==> src/rtl/dlsc_pcie_s6_inbound_write.sv <==
// Inbound PCIe write to AXI write-burst bridge.
// Splits each write command into AXI bursts that never cross a MAX_BURST*4-byte
// boundary and passes payload DWs straight through onto the W channel.
// Optional feature: define DLSC_PCIE_S6_INBOUND_WRITE_ERR_EN to add the err output,
// a one-cycle pulse for every B response with a non-OKAY resp code.
module dlsc_pcie_s6_inbound_write #(
  parameter int unsigned ADDR            = 32,
  parameter int unsigned MAX_BURST       = 16,
  parameter int unsigned MAX_OUTSTANDING = 4
) (
  input  logic            clk,
  input  logic            rst_n,
  // write command
  output logic            wr_ready,
  input  logic            wr_valid,
  input  logic [9:0]      wr_length,
  input  logic [3:0]      wr_be_last,
  input  logic [3:0]      wr_be_first,
  input  logic [63:2]     wr_addr,
  input  logic [6:0]      wr_bar,
  // write payload
  output logic            wrp_ready,
  input  logic            wrp_valid,
  input  logic            wrp_last,
  input  logic [31:0]     wrp_data,
  // AXI AW
  input  logic            axi_aw_ready,
  output logic            axi_aw_valid,
  output logic [ADDR-1:0] axi_aw_addr,
  output logic [3:0]      axi_aw_len,
  // AXI W
  input  logic            axi_w_ready,
  output logic            axi_w_valid,
  output logic            axi_w_last,
  output logic [31:0]     axi_w_data,
  output logic [3:0]      axi_w_strb,
  // AXI B
  output logic            axi_b_ready,
  input  logic            axi_b_valid,
  input  logic [1:0]      axi_b_resp
`ifdef DLSC_PCIE_S6_INBOUND_WRITE_ERR_EN
  ,
  output logic            err
`endif
);

  typedef enum logic [1:0] {StIdle, StAw, StW} state_e;

  state_e          state_q, state_d;
  logic [10:0]     remaining_q, remaining_d;
  logic [ADDR-1:0] addr_q, addr_d;
  logic            first_q, first_d;
  logic [4:0]      beats_q, beats_d;
  logic [4:0]      outstanding_q, outstanding_d;
  logic            aw_valid_q, aw_valid_d;
  logic [ADDR-1:0] aw_addr_q, aw_addr_d;
  logic [3:0]      aw_len_q, aw_len_d;
  logic [3:0]      be_first_q, be_first_d;
  logic [3:0]      be_last_q, be_last_d;
  logic            wr_ready_q, wr_ready_d;

  logic            aw_acc, w_acc, b_dec;
  logic [63:0]     cmd_addr;
  logic [ADDR-1:0] dw_idx;
  logic [4:0]      dw_off, room, burst_beats;

  assign cmd_addr = {wr_addr, 2'b00};

  // Beats left before the next MAX_BURST-aligned DW boundary, capped by what remains
  assign dw_idx      = addr_q >> 2;
  assign dw_off      = 5'(dw_idx & ADDR'(MAX_BURST - 1));
  assign room        = 5'(MAX_BURST) - dw_off;
  assign burst_beats = (remaining_q < 11'(room)) ? remaining_q[4:0] : room;

  assign aw_acc = aw_valid_q & axi_aw_ready;
  assign w_acc  = (state_q == StW) & wrp_valid & axi_w_ready;
  // Ignore a stray B when nothing is outstanding so the counter cannot wrap
  assign b_dec  = axi_b_valid & (outstanding_q != 5'd0);

  // Next-state logic: command latch, burst issue and per-beat bookkeeping
  always_comb begin
    state_d       = state_q;
    remaining_d   = remaining_q;
    addr_d        = addr_q;
    first_d       = first_q;
    beats_d       = beats_q;
    aw_addr_d     = aw_addr_q;
    aw_len_d      = aw_len_q;
    be_first_d    = be_first_q;
    be_last_d     = be_last_q;
    outstanding_d = outstanding_q;

    case (state_q)
      StIdle: begin
        if (wr_valid && wr_ready_q) begin
          remaining_d = (wr_length == 10'd0) ? 11'd1024 : {1'b0, wr_length};
          addr_d      = cmd_addr[ADDR-1:0];
          first_d     = 1'b1;
          be_first_d  = wr_be_first;
          be_last_d   = wr_be_last;
          state_d     = StAw;
        end
      end
      StAw: begin
        // addr_q/remaining_q are frozen here, so the AW fields stay stable
        aw_addr_d = addr_q;
        aw_len_d  = 4'(burst_beats - 5'd1);
        if (aw_acc) begin
          beats_d = burst_beats;
          state_d = StW;
        end
      end
      StW: begin
        if (w_acc) begin
          first_d     = 1'b0;
          addr_d      = addr_q + ADDR'(4);
          remaining_d = remaining_q - 11'd1;
          beats_d     = beats_q - 5'd1;
          if (beats_q == 5'd1) begin
            state_d = (remaining_q == 11'd1) ? StIdle : StAw;
          end
        end
      end
      default: state_d = StIdle;
    endcase

    case ({aw_acc, b_dec})
      2'b10:   outstanding_d = outstanding_q + 5'd1;
      2'b01:   outstanding_d = outstanding_q - 5'd1;
      default: outstanding_d = outstanding_q;
    endcase
  end

  // AW valid rises one cycle after entering AW, once aw_addr_q/aw_len_q are loaded
  assign aw_valid_d = (state_q == StAw) && !aw_acc &&
                      (outstanding_d != 5'(MAX_OUTSTANDING));
  assign wr_ready_d = (state_d == StIdle);

  // State registers
  always_ff @(posedge clk or negedge rst_n) begin
    if (!rst_n) begin
      state_q       <= StIdle;
      remaining_q   <= '0;
      addr_q        <= '0;
      first_q       <= 1'b0;
      beats_q       <= '0;
      outstanding_q <= '0;
      aw_valid_q    <= 1'b0;
      aw_addr_q     <= '0;
      aw_len_q      <= '0;
      be_first_q    <= '0;
      be_last_q     <= '0;
      wr_ready_q    <= 1'b0;
    end else begin
      state_q       <= state_d;
      remaining_q   <= remaining_d;
      addr_q        <= addr_d;
      first_q       <= first_d;
      beats_q       <= beats_d;
      outstanding_q <= outstanding_d;
      aw_valid_q    <= aw_valid_d;
      aw_addr_q     <= aw_addr_d;
      aw_len_q      <= aw_len_d;
      be_first_q    <= be_first_d;
      be_last_q     <= be_last_d;
      wr_ready_q    <= wr_ready_d;
    end
  end

  assign wr_ready     = wr_ready_q;
  assign axi_aw_valid = aw_valid_q;
  assign axi_aw_addr  = aw_addr_q;
  assign axi_aw_len   = aw_len_q;
  assign axi_b_ready  = 1'b1;

  // Zero-latency payload pass-through while in W
  assign axi_w_valid = (state_q == StW) & wrp_valid;
  assign wrp_ready   = (state_q == StW) & axi_w_ready;
  assign axi_w_data  = wrp_data;
  assign axi_w_last  = (beats_q == 5'd1);
  // A single-DW request only ever uses the first-BE mask
  assign axi_w_strb  = first_q                  ? be_first_q :
                       (remaining_q == 11'd1)   ? be_last_q  : 4'hF;

`ifdef DLSC_PCIE_S6_INBOUND_WRITE_ERR_EN
  logic err_q;

  // Flag every accepted B with a non-OKAY response for one cycle
  always_ff @(posedge clk or negedge rst_n) begin
    if (!rst_n) begin
      err_q <= 1'b0;
    end else begin
      err_q <= axi_b_valid && (axi_b_resp != 2'b00);
    end
  end

  assign err = err_q;

  logic unused_in;
  assign unused_in = ^{wr_bar, wrp_last, cmd_addr};
`else
  logic unused_in;
  assign unused_in = ^{wr_bar, wrp_last, cmd_addr, axi_b_resp};
`endif

endmodule

==> config.mk <==
export PLATFORM = sky130hd
export DESIGN_NAME = dlsc_pcie_s6_inbound_write
export DESIGN_NICKNAME = d
export VERILOG_FILES = /design/src/rtl/dlsc_pcie_s6_inbound_write.sv
export SDC_FILE = /design/constraint.sdc
export NUM_CORES = 1
export LEC_CHECK = 0
export CAP_MARGIN = 5
export CELL_PAD_IN_SITES_DETAIL_PLACEMENT = 0
export CELL_PAD_IN_SITES_GLOBAL_PLACEMENT = 1
export CORE_MARGIN = 2
export CORE_UTILIZATION = 33
export CTS_CLUSTER_SIZE = 8
export DETAILED_ROUTE_END_ITERATION = 8
export GPL_TIMING_DRIVEN = 0
export PLACE_DENSITY_LB_ADDON = 0.1
export SYNTH_ARGS = -nofsm -noshare
export SYNTH_HDL_FRONTEND = slang
export SYNTH_SLANG_ARGS = --single-unit
==> constraint.sdc <==
create_clock -name clk -period 4 [get_ports clk]
set_input_delay 0.4 -clock clk [delete_from_list [all_inputs] [get_ports clk]]
set_output_delay 0.4 -clock clk [all_outputs]
set_load 0.005 [all_outputs]
==> summary.txt, run 1 <==
Yosys
  • Ys async rst share: 100%
  • Unique masters post-synth: 64
  • Synth cell count leaders: 139 x nand2_1, 98 x dfrtp_1, 52 x a21oi_1
  • Count leader, synth: nand2_1
  • Synth Cell Area: slightly below 6000 µm²
  • Syn Inst Count: around 690
  • Synthesized area per cell: roughly 8.4 µm²
  • Top cell type's share of synthesized area: a little over two fifths
  • Post-synth top flop: dfrtp_1
  • FF+latch count, synth: 98
  • Largest cells by area after synthesis: dfrtp_1 42%, nand2_1 9.0%, buf_4 4.7%, a21oi_1 4.5%, o21ai_0 4.0%
  • Syn. warnings: 0
  • Synth area leader: dfrtp_1
  • EDFF count, synth: 0
  • Seq/Total Area, Yosys: a little over two fifths

Setup path
  • WS Path Type: flip-flop to flip-flop
  • Worst R2R Path Depth: 13
  • Buf+Inv Stages, Crit Path: 2
  • Levels on crit path: 13
  • Critical path fanouts, max: 9
  • Worst path cell trace: inv_1, ha_1, xnor2_1, inv_1, ha_1, a21oi_1, o21ai_2, a41oi_4, mux2i_1, ha_1, or3_1, a21oi_1, nand4b_1
  • Cell mode on critical path: ha_1
  • Biggest cell delay along the critical path: ~0.50 ns
  • Crit path required time: ~4.3 ns
  • Crit path launch type: flip-flop
  • CP Capture Type: flip-flop
  • Slowest-stage cell, CP: dfrtp_1
  • Worst Path Arrival: approximately 3.8 ns
  • Delay-heaviest family, CP: adder cells

Power and ir drop
  • Clock power share: about 16%
  • Internal power: 3300 µW
  • P per Cell Area: 757 nW/µm²
  • Switching power: approximately 2500 µW
  • Sequential Power Share: approximately 33%
  • Comb power frac: between 50 and 60%
  • P_leak: around 0.0033 µW
  • Total power: approximately 5800 µW
  • Switch share: 43.2%
  • Max IR drop VDD: between 0.0003 and 0.0004 V

STA
  • Final worst path period share: 87.0%
  • Minimum clock period: roughly 3.5 ns
  • Slew headroom: a little under half
  • Layout Skew: approximately 0.0077 ns
  • Slew of the pin with the lowest slew margin: a little under 0.8 ns
  • Hold Fails Final Rpt: 0
  • Final setup fails: 0
  • Worst setup margin: 0.519 ns
  • RSZ-0062 raised after global routing: false
  • Fin. max-slew vios: 0
  • Max Clk Rate: 287 MHz

Placement
  • Gpl congestion: between 0.8 and 0.9
  • DP Wirelength: 13800 µm
  • Pre-CTS setup slack: 0.535 ns
  • Placed Cells incl. Taps: around 1000
  • Dpl cell area: about 7400 µm²
  • I/O Buffers: roughly 130

Layout
  • Core Util, Final: between 40% and 50%
  • Area grow syn2layout: 33.0%
  • Nets: a little under 1000
  • Finished Layout Cells: 1060
  • Layout cell share with drive strength beyond 1: 9.34%
  • Fin area: ~7700 µm²
  • # diodes: 0

CTS
  • Max clock buf depth: 2
  • Root buffer cell: clkbuf_16
  • Worst skew pair latency: about 0.36 ns
  • Total CTS buffers: 9
  • Cts hold-fix bufs: 0
  • Post-CTS Setup Inserts: 0
  • H-tree depth reported by CTS: 3
  • CTS tree: done
  • Clk sinks: 98
  • CTS clk-pin slew, worst paths: ~0.070 ns
  • Post_cts resized: 0

Min path
  • Hold Path Class: primary input to asynchronous set/reset pin

Floorplan
  • Die height: ~140 µm
  • Io pins: between 200 and 250
  • Core area: 17200 µm²
  • Starting density of the core: 33.6%
  • Row count: 48
  • Chip width: ~140 µm
  • Die footprint: about 19000 µm²

Drt
  • Post-route ant nets: 0
  • Vias: between 5000 and 6000
  • WL final: approximately 19000 µm
  • Iteration-0 DRC Markers: 374
  • WL/cell: between 15 and 20 µm
  • First drt pass iteration count: 5
  • Vias/cell: slightly above 5
  • Post-route DRC violation count: 0

Global routing
  • Initial antenna violation count: 0
  • First-pass GRT wire length: roughly 30000 µm
  • GRT Util Overall: about a fifth
  • Gr ovfl total: 0
  • Vias in the first global route: 5612
  • Pin count of the biggest net entering global routing: 60

Flow run
  • Max Cap Violations: 0

Status
  • Outcome: complete, no violations
worst reg2reg max path: stages, from the launching register on:
cell and delay [ns]:
dfrtp_1 0.50, inv_1 0.10, ha_1 0.23, xnor2_1 0.31, inv_1 0.13, ha_1 0.30
a21oi_1 0.16, o21ai_2 0.10, a41oi_4 0.41, mux2i_1 0.23, ha_1 0.29, or3_1 0.38
a21oi_1 0.15, nand4b_1 0.13
sequential cells by signal, indices dropped and copies added (netlist names):
signal         cells
remaining_q       11
axi_aw_valid       1
axi_aw_addr       30
outstanding_q      5
state_q            2
be_first_q         4
be_last_q          4
addr_q            30
wr_ready           1
axi_aw_len         4
first_q            1
beats_q            5
logic make-up after synthesis:
group                    Yosys count  share of synthesized area (%)
other                              2                          0.130
AO/OA/AOI/OAI                    164                           17.8
multiplexers                       9                           1.69
adder cells (fa/ha/maj)           16                           3.60
buffers and inverters            101                           9.17
AND/OR/NAND/NOR                  292                           24.2
flip-flops                        98                           42.5
XOR/XNOR                           6                          0.911
layout by cell type, fill, tap and decap left out, types with 6 or more instances in the layout:
cell type        instances
nand3_1                 29
inv_1                   22
nor2_1                  35
clkbuf_16                9
nand2_1                139
buf_4                   37
clkdlybuf4s50_1        128
nor3_1                  22
nand4_1                  8
ha_1                    15
a2bb2oi_1                7
o21ai_0                 46
and3_1                  12
a21oi_1                 52
o22ai_1                  9
clkbuf_1                30
o22a_1                   7
a31oi_1                  7
dfrtp_1                 98
mux2i_1                  6
buf_2                   12
area by class of cell:
cell class                      count  area (µm²)
Fill cell                        1714        9500
Multi-Input combinational cell    490        2790
Sequential cell                    98        2450
Timing Repair Buffer              130        1320
Buffer                             79         447
Tap cell                          225         282
Clock buffer                       11         243
Inverter                           22        82.6
Clock inverter                      5        62.6
per-layer routing:
metal	share of wire, %	routed length [µm]	global-route usage, %	vias up
met1	46	8770	28.9	2598
met2	46	8760	34.1	206
met5	0	0	0	-
met4	1.7	324	7.64	0
met3	6.2	1180	3.17	20
li1	-	-	-	2651
metrics by stage:
stage	setup TNS [ns]	hold WS (ns)
3_5_place_dp	0	0.450
4_1_cts	0	0.0626
5_1_grt	0	0.0835
6_report	0	0.0366
2_1_floorplan	0	0.104
3_3_place_gp	-154.04	0.458
final timing paths:
| check | start | slack [ns] | to |
|---|---|---|---|
| worst min-delay path | rst_n | 0.04 | outstanding_q[4] |
| worst max-delay path | addr_q[2] | 0.52 | axi_aw_len[2] |
| worst max register to register | addr_q[2] | 0.52 | axi_aw_len[2] |
| min in group clk | axi_aw_addr[17] | 0.48 | axi_aw_addr[17] |
| worst min register to register | axi_aw_addr[17] | 0.48 | axi_aw_addr[17] |
| max in group asynchronous | rst_n | 3.24 | addr_q[10] |
power by group through the flow:
stage	clock (µW)	sequential, µW	combinational (µW)
2_1_floorplan	0	1850	1800
5_1_grt	987	2020	3320
6_report	926	1940	2950
3_5_place_dp	0	1950	2970
3_3_place_gp	0	1930	2910
4_1_cts	951	1940	2980
No activity file was read; power rests on OpenSTA's default activity.
==> inputs of run 2 (changes only) <==
--- a/config.mk
+++ b/config.mk
@@ -5,6 +5,7 @@
 export SDC_FILE = /design/constraint.sdc
 export NUM_CORES = 1
 export LEC_CHECK = 0
+export ABC_AREA = 1
 export CAP_MARGIN = 5
 export CELL_PAD_IN_SITES_DETAIL_PLACEMENT = 0
 export CELL_PAD_IN_SITES_GLOBAL_PLACEMENT = 1
==> summary.txt, run 2 <==
Drt
  • First drt pass iteration count: 5 (unchanged)
  • WL/cell: 16.8 µm (was 18.0 µm)
  • Iteration-0 DRC Markers: 214 (was 374)
  • Vias/cell: 4.94 (was 5.17)
  • Post-route DRC violation count: 0 (unchanged)
  • Post-route ant nets: 0 (unchanged)
  • WL final: 19300 µm (was 19000 µm)
  • Vias: 5671 (was 5475)

Layout
  • Most common cell after layout, fill and taps aside: nand2_1 (unchanged)
  • Area grow syn2layout: 31.8% (was 33.0%)
  • # diodes: 0 (unchanged)
  • Finished Layout Cells: 1149 (was 1060)
  • Nets: 1060 (was 975)
  • Layout cell share with drive strength beyond 1: 11.6% (was 9.34%)
  • Commonest cells after routing, fill and taps aside: 166 x nand2_1, 128 x clkdlybuf4s50_1, 98 x dfrtp_1 (was 139 x nand2_1, 128 x clkdlybuf4s50_1, 98 x dfrtp_1)

Setup path
  • CP Capture Type: flip-flop (unchanged)
  • Crit path launch type: flip-flop (unchanged)
  • Worst Path Arrival: 2.93 ns (was 3.77 ns)
  • Critical path fanouts, max: 7 (was 9)
  • Reg2reg start: addr_q[2] (unchanged)
  • Crit path required time: 4.21 ns (was 4.29 ns)
  • WS Path Type: flip-flop to flip-flop (unchanged)
  • Worst setup path startpoint: addr_q[2] (unchanged)

Status
  • Outcome: complete, no violations (unchanged)

Power and ir drop
  • P per Cell Area: 736 nW/µm² (was 757 nW/µm²)
  • Max IR drop VDD: 0.000365 V (was 0.000332 V)
  • Switch share: 44.6% (was 43.2%)
  • Sequential Power Share: 33.0% (was 33.3%)
  • Internal power: 3200 µW (was 3300 µW)
  • Clock power share: 15.0% (was 15.9%)
  • Comb power frac: 52.0% (was 50.7%)
  • Switching power: 2570 µW (was 2510 µW)
  • P_leak: 0.00356 µW (was 0.00329 µW)

Floorplan
  • Io pins: 207 (unchanged)
  • Chip width: 138 µm (was 136 µm)
  • Die footprint: 19100 µm² (was 18600 µm²)
  • Starting density of the core: 33.3% (was 33.6%)
  • Die height: 138 µm (was 136 µm)
  • Core area: 17800 µm² (was 17200 µm²)
  • Row count: 49 (was 48)

STA
  • Final worst path period share: 67.9% (was 87.0%)
  • RSZ-0062 raised after global routing: false (unchanged)
  • Worst setup margin: 1.28 ns (was 0.519 ns)
  • Max Clk Rate: 368 MHz (was 287 MHz)
  • Slew of the pin with the lowest slew margin: 0.742 ns (was 0.794 ns)
  • Final setup fails: 0 (unchanged)
  • Fin. max-slew vios: 0 (unchanged)
  • Slew headroom: 50.5% (was 47.1%)
  • Layout Skew: 0.00819 ns (was 0.00767 ns)
  • Hold Fails Final Rpt: 0 (unchanged)
  • Minimum clock period: 2.72 ns (was 3.48 ns)
  • Worst hold slack: 0.0945 ns (was 0.0366 ns)

Yosys
  • Synth Cell Area: 5950 µm² (was 5770 µm²)
  • FF+latch count, synth: 98 (unchanged)
  • Synth cell count leaders: 166 x nand2_1, 98 x dfrtp_1, 75 x inv_1, 75 x nor2_1, 69 x o21ai_0 (was 139 x nand2_1, 98 x dfrtp_1, 52 x a21oi_1)
  • Syn Inst Count: 773 (was 688)
  • Syn. warnings: 0 (unchanged)
  • Synthesized area per cell: 7.69 µm² (was 8.39 µm²)
  • Unique masters post-synth: 44 (was 64)
  • Ys async rst share: 100% (unchanged)
  • Top cell type's share of synthesized area: 41.2% (was 42.5%)
  • Synth area leader: dfrtp_1 (unchanged)
  • Largest cells by area after synthesis: dfrtp_1 41%, nand2_1 10%, o21ai_0 5.8%, inv_1 4.7%, nor2_1 4.7% (was dfrtp_1 42%, nand2_1 9.0%, buf_4 4.7%, a21oi_1 4.5%, o21ai_0 4.0%)
  • EDFF count, synth: 0 (unchanged)
  • Count leader, synth: nand2_1 (unchanged)
  • Post-synth top flop: dfrtp_1 (unchanged)
  • Seq/Total Area, Yosys: 41.2% (was 42.5%)

Global routing
  • Pin count of the biggest net entering global routing: 51 (was 60)
  • Gr ovfl total: 0 (unchanged)
  • Vias in the first global route: 5639 (was 5612)
  • Initial antenna violation count: 0 (unchanged)
  • GRT Util Overall: 20.1% (was 21.2%)
  • First-pass GRT wire length: 30300 µm (was 30100 µm)

CTS
  • Max clock buf depth: 2 (unchanged)
  • H-tree depth reported by CTS: 3 (unchanged)
  • Total CTS buffers: 9 (unchanged)
  • Post_cts resized: 0 (unchanged)
  • Worst skew pair latency: 0.35 ns (was 0.36 ns)
  • CTS clk-pin slew, worst paths: 0.07 ns (about the same)
  • Clk sinks: 98 (unchanged)
  • CTS tree: done (unchanged)
  • Cts hold-fix bufs: 0 (unchanged)
  • Post-CTS Setup Inserts: 0 (unchanged)
  • Root buffer cell: clkbuf_16 (unchanged)

Placement
  • Pre-CTS setup slack: 1.29 ns (was 0.535 ns)
  • Gpl congestion: 0.872 (was 0.845)
  • DP Wirelength: 14700 µm (was 13800 µm)
  • Placed Cells incl. Taps: 1133 (was 1044)
  • I/O Buffers: 129 (unchanged)

Flow run
  • Max Cap Violations: 0 (unchanged)

Min path
  • Hold Path Class: primary input to asynchronous set/reset pin (unchanged)
[run 2: changes by cell type after synthesis, sizes merged, moves of 8 or more]
cell,delta
nor2,+49
xor2,+12
inv,+61
nor3,-9
nand3,+11
and3,-12
o22ai,+8
nand2,+34
a21oi,-17
o21ai,+42
clkbuf,-17
[run 2: cells by family (layout without fill, tap and decap cells)]
family,Yosys count,after routing,synth area share (%)
simple gates,328,328,24.5
compound gates,160,160,14.6
buf+inv,144,290,12.0
flops,98,98,41.2
xor+xnor,17,17,2.50
fa+ha+maj,16,16,3.49
mux,8,8,1.51
other cells,2,3,0.126
[run 2: worst paths after layout]
path / slack, ns / depth (start not counted) / endpoint
min: 0.09 / 1 / axi_aw_addr[14]
min in group clk: 0.48 / 2 / axi_aw_addr[20]
max in group asynchronous: 3.20 / 2 / be_last_q[2]
max reg2reg: 1.28 / 13 / axi_aw_len[2]
max: 1.28 / 13 / axi_aw_len[2]
min reg2reg: 0.48 / 2 / axi_aw_addr[20]
[run 2: per-stage QoR]
stage               setup TNS, ns  utilization [%]  power [µW]  instance area [µm²]
floorplan                       0                -        3680                 5950
detailed placement              0             42.3        4920                 7550
CTS                             0             43.9        5810                 7840
finish                          0             43.9        5770                 7840
global placement          -144.06             42.2        4870                 7530
global route                    0             43.9        6260                 7840
[run 2: routing by layer]
layer | part of all wire, % | global-route usage (%)
met1 | 44 | 25.1
met2 | 51 | 36.1
met3 | 3.8 | 2.81
met4 | 1.8 | 6.18
met5 | 0 | 0
[run 2: final cells by class]
cell class                      count  area, µm²
Clock inverter                      1       7.51
Timing Repair Buffer              130       1320
Inverter                           83        312
Buffer                             61        400
Sequential cell                    98       2450
Tap cell                          229        287
Clock buffer                       15        278
Fill cell                        1846      10000
Multi-Input combinational cell    532       2790
[run 2: worst max-delay path, stage by stage (launching register included)]
cell	delay, ns
dfrtp_1	0.50
inv_1	0.17
ha_1	0.26
xor2_1	0.24
ha_1	0.29
a21oi_1	0.13
nand2_1	0.07
nand2_1	0.14
nand2_2	0.12
nand2_1	0.08
nand2_1	0.11
ha_1	0.23
xor2_1	0.16
o21ai_1	0.08
[run 2: power groups by stage]
| stage | Combinational [µW] | Clock [µW] | Sequential, µW |
|---|---|---|---|
| finish | 3000 | 866 | 1910 |
| global route | 3360 | 928 | 1970 |
| CTS | 3020 | 884 | 1900 |
| detailed placement | 3000 | 0 | 1920 |
| global placement | 2960 | 0 | 1900 |
| floorplan | 1860 | 0 | 1830 |
==> inputs of run 3 (changes only) <==
--- a/config.mk
+++ b/config.mk
@@ -10,7 +10,7 @@
 export CELL_PAD_IN_SITES_DETAIL_PLACEMENT = 0
 export CELL_PAD_IN_SITES_GLOBAL_PLACEMENT = 1
 export CORE_MARGIN = 2
-export CORE_UTILIZATION = 33
+export CORE_UTILIZATION = 29
 export CTS_CLUSTER_SIZE = 8
 export DETAILED_ROUTE_END_ITERATION = 8
 export GPL_TIMING_DRIVEN = 0
==> constraint.sdc (replaced) <==
create_clock -name clk -period 2.2 [get_ports clk]
set_input_delay 0.22 -clock clk [delete_from_list [all_inputs] [get_ports clk]]
set_output_delay 0.22 -clock clk [all_outputs]
set_load 0.005 [all_outputs]
==> summary.txt, run 3 (same netlist as run 2, synthesis figures left out) <==
CTS
  • CTS clk-pin slew, worst paths: 0.07 ns (about the same)
  • Clk sinks: 98 (unchanged)
  • Max clock buf depth: 2 (unchanged)
  • Worst skew pair latency: 0.36 ns (was 0.35 ns)
  • H-tree depth reported by CTS: 3 (unchanged)
  • Total CTS buffers: 9 (unchanged)
  • CTS tree: done (unchanged)
  • Root buffer cell: clkbuf_16 (unchanged)

Placement
  • I/O Buffers: 129 (unchanged)
  • Gpl congestion: 0.887 (was 0.872)
  • DP Wirelength: 15200 µm (was 14700 µm)
  • Placed Cells incl. Taps: 1174 (was 1133)

STA
  • Final setup fails: 2 (was 0)
  • Minimum clock period: 2.24 ns (was 2.72 ns)
  • Worst hold slack: 0.365 ns (was 0.0945 ns)
  • Max Clk Rate: 446 MHz (was 368 MHz)
  • Slew headroom: 48.8% (was 50.5%)
  • Layout Skew: 0.0120 ns (was 0.00819 ns)
  • Hold Fails Final Rpt: 0 (unchanged)
  • Fin. max-slew vios: 0 (unchanged)
  • Setup TNS: -0.0423 ns (was 0 ns)
  • Final worst path period share: 102% (was 67.9%)
  • Slew of the pin with the lowest slew margin: 0.769 ns (was 0.742 ns)
  • RSZ-0062 raised after global routing: true (was false)
  • Worst setup margin: -0.0421 ns (was 1.28 ns)

Drt
  • Iteration-0 DRC Markers: 416 (was 214)
  • Post-route ant nets: 0 (unchanged)
  • Post-route DRC violation count: 0 (unchanged)
  • WL/cell: 16.9 µm (was 16.8 µm)
  • First drt pass iteration count: 5 (unchanged)
  • WL final: 20600 µm (was 19300 µm)
  • Vias/cell: 4.83 (was 4.94)
  • Vias: 5886 (was 5671)

Layout
  • Layout cell share with drive strength beyond 1: 20.2% (was 11.6%)
  • Commonest cells after routing, fill and taps aside: 153 x nand2_1, 124 x clkdlybuf4s50_1, 95 x dfrtp_1 (was 166 x nand2_1, 128 x clkdlybuf4s50_1, 98 x dfrtp_1)
  • Most common cell after layout, fill and taps aside: nand2_1 (unchanged)
  • Core Util, Final: 41.7% (was 43.9%)
  • # diodes: 0 (unchanged)
  • Finished Layout Cells: 1219 (was 1149)
  • Register area: 2460 µm² (was 2450 µm²)
  • Area grow syn2layout: 41.5% (was 31.8%)
  • Nets: 1090 (was 1060)
  • Area of the multi-input gates: 3090 µm² (was 2790 µm²)
  • Fill cell count: 2076 (was 1846)

Power and ir drop
  • P_leak: 0.00373 µW (was 0.00356 µW)
  • P per Cell Area: 1390 nW/µm² (was 736 nW/µm²)
  • Max IR drop VDD: 0.000595 V (was 0.000365 V)

Floorplan
  • Die height: 147 µm (was 138 µm)
  • Starting density of the core: 29.5% (was 33.3%)
  • Chip width: 147 µm (was 138 µm)
  • Row count: 52 (was 49)
  • Io pins: 207 (unchanged)
  • Core area: 20200 µm² (was 17800 µm²)
  • Die footprint: 21700 µm² (was 19100 µm²)

Global routing
  • Initial antenna violation count: 0 (unchanged)
  • Pin count of the biggest net entering global routing: 66 (was 51)
  • Vias in the first global route: 5829 (was 5639)
  • First-pass GRT wire length: 31700 µm (was 30300 µm)
  • GRT Util Overall: 18.8% (was 20.1%)
  • Gr ovfl total: 0 (unchanged)

Setup path
  • Worst setup path startpoint: addr_q[2] (unchanged)
  • WS Path Type: flip-flop to flip-flop (unchanged)
  • CP Capture Type: flip-flop (unchanged)
  • Worst path cell trace: inv_4, ha_4, xor2_4, ha_4, a21oi_2, nand2_2, nand2_4, nand2_4, nand2_4, nand2_4, ha_4, xor2_1, o21ai_1 (was inv_1, ha_1, xor2_1, ha_1, a21oi_1, nand2_1, nand2_1, nand2_2, nand2_1, nand2_1, ha_1, xor2_1, o21ai_1)
  • Worst R2R Path Depth: 13 (unchanged)
  • Critical path endpoint: axi_aw_len[2] (unchanged)
  • Reg-to-reg endpoint: axi_aw_len[2] (unchanged)
  • Crit path launch type: flip-flop (unchanged)
  • Slowest-stage cell, CP: dfrtp_2 (was dfrtp_1)
  • Cell mode on critical path: nand2_4 (was nand2_1)
  • R2R setup slack: -0.04 ns (was 1.28 ns)
  • Crit path required time: 2.41 ns (was 4.21 ns)
  • Worst Path Arrival: 2.45 ns (was 2.93 ns)
  • Critical path fanouts, max: 5 (was 7)
  • Biggest cell delay along the critical path: 0.43 ns (was 0.50 ns)
  • Reg2reg start: addr_q[2] (unchanged)

Status
  • Failing checks: setup timing
  • Outcome: complete, but fails checks (was complete, no violations)

Flow run
  • Max Cap Violations: 0 (unchanged)

Min path
  • Hold Path Class: primary input to asynchronous set/reset pin (unchanged)
[run 3: cell types whose count changed in the layout (fill, tap and decap cells not counted), sizes merged]
| cell | before | now |
|---|---|---|
| clkdlybuf4s50 | 128 | 124 |
| clkbuf | 27 | 25 |
| clkinvlp | 1 | 0 |
| dlygate4sd3 | 0 | 1 |
| clkinv | 0 | 2 |
| buf | 51 | 80 |
| dlygate4sd2 | 0 | 4 |
[run 3: timing repair]
action,4_1_cts,5_1_grt
endpoints found under the setup margin,17,11
gates resized for setup,35,51
hold buffers,1,0
hold endpoints to repair,33,0
cloned,0,0
pin swaps,12,25
setup buffers,22,8
[run 3: worst min path at each step]
stage          slack [ns]             from              end  depth (start not counted)
2_1_floorplan       -0.08            rst_n       addr_q[10]                          0
3_3_place_gp         0.47  axi_aw_addr[19]  axi_aw_addr[19]                          2
3_5_place_dp         0.22            rst_n       addr_q[12]                          1
4_1_cts              0.39            rst_n       addr_q[12]                          2
5_1_grt              0.43            rst_n       addr_q[12]                          2
6_report             0.36            rst_n       addr_q[12]                          2
[run 3: worst max-delay path, delay by kind of cell (launching register included)]
family	cells	cell delay, ns
adder cells (fa/ha/maj)	3	0.58
flip-flops	1	0.43
AND/OR/NAND/NOR	5	0.42
XOR/XNOR	2	0.35
AO/OA/AOI/OAI	2	0.22
buffers and inverters	1	0.10
[run 3: power breakdown]
group	internal, µW	switching, µW	total, µW
Combinational	2930	3760	6680
Clock	796	733	1530
Sequential	2710	749	3460
Total	6430	5240	11700
[run 3: through the flow]
step / power, µW / area [µm²] / setup WS, ns
after floorplan: 6730 / 5970 / -0.0372
after global placement: 8930 / 7600 / -3.17
after detailed placement: 9020 / 7620 / -0.453
after CTS: 11100 / 8160 / -0.0505
after global routing: 12600 / 8420 / -0.157
final: 11700 / 8420 / -0.0421
[run 3: final cells by class]
class | instances | area share [%]
plain buffers | 60 | 4.70
clock buffers | 13 | 2.97
clock inverters | 2 | 0.163
inverters | 83 | 3.79
multi-input cells | 532 | 36.7
flip-flops and latches | 98 | 29.2
well taps | 270 | 4.01
repair buffers | 161 | 18.5
[run 3: routing by layer]
| layer | vias to the layer above | global-route usage, % | share of wire [%] |
|---|---|---|---|
| met5 | - | 0 | 0 |
| met3 | 32 | 3.07 | 4.4 |
| met1 | 2835 | 24.5 | 44 |
| met4 | 0 | 6.39 | 2.6 |
| met2 | 175 | 31.8 | 49 |
| li1 | 2844 | - | - |
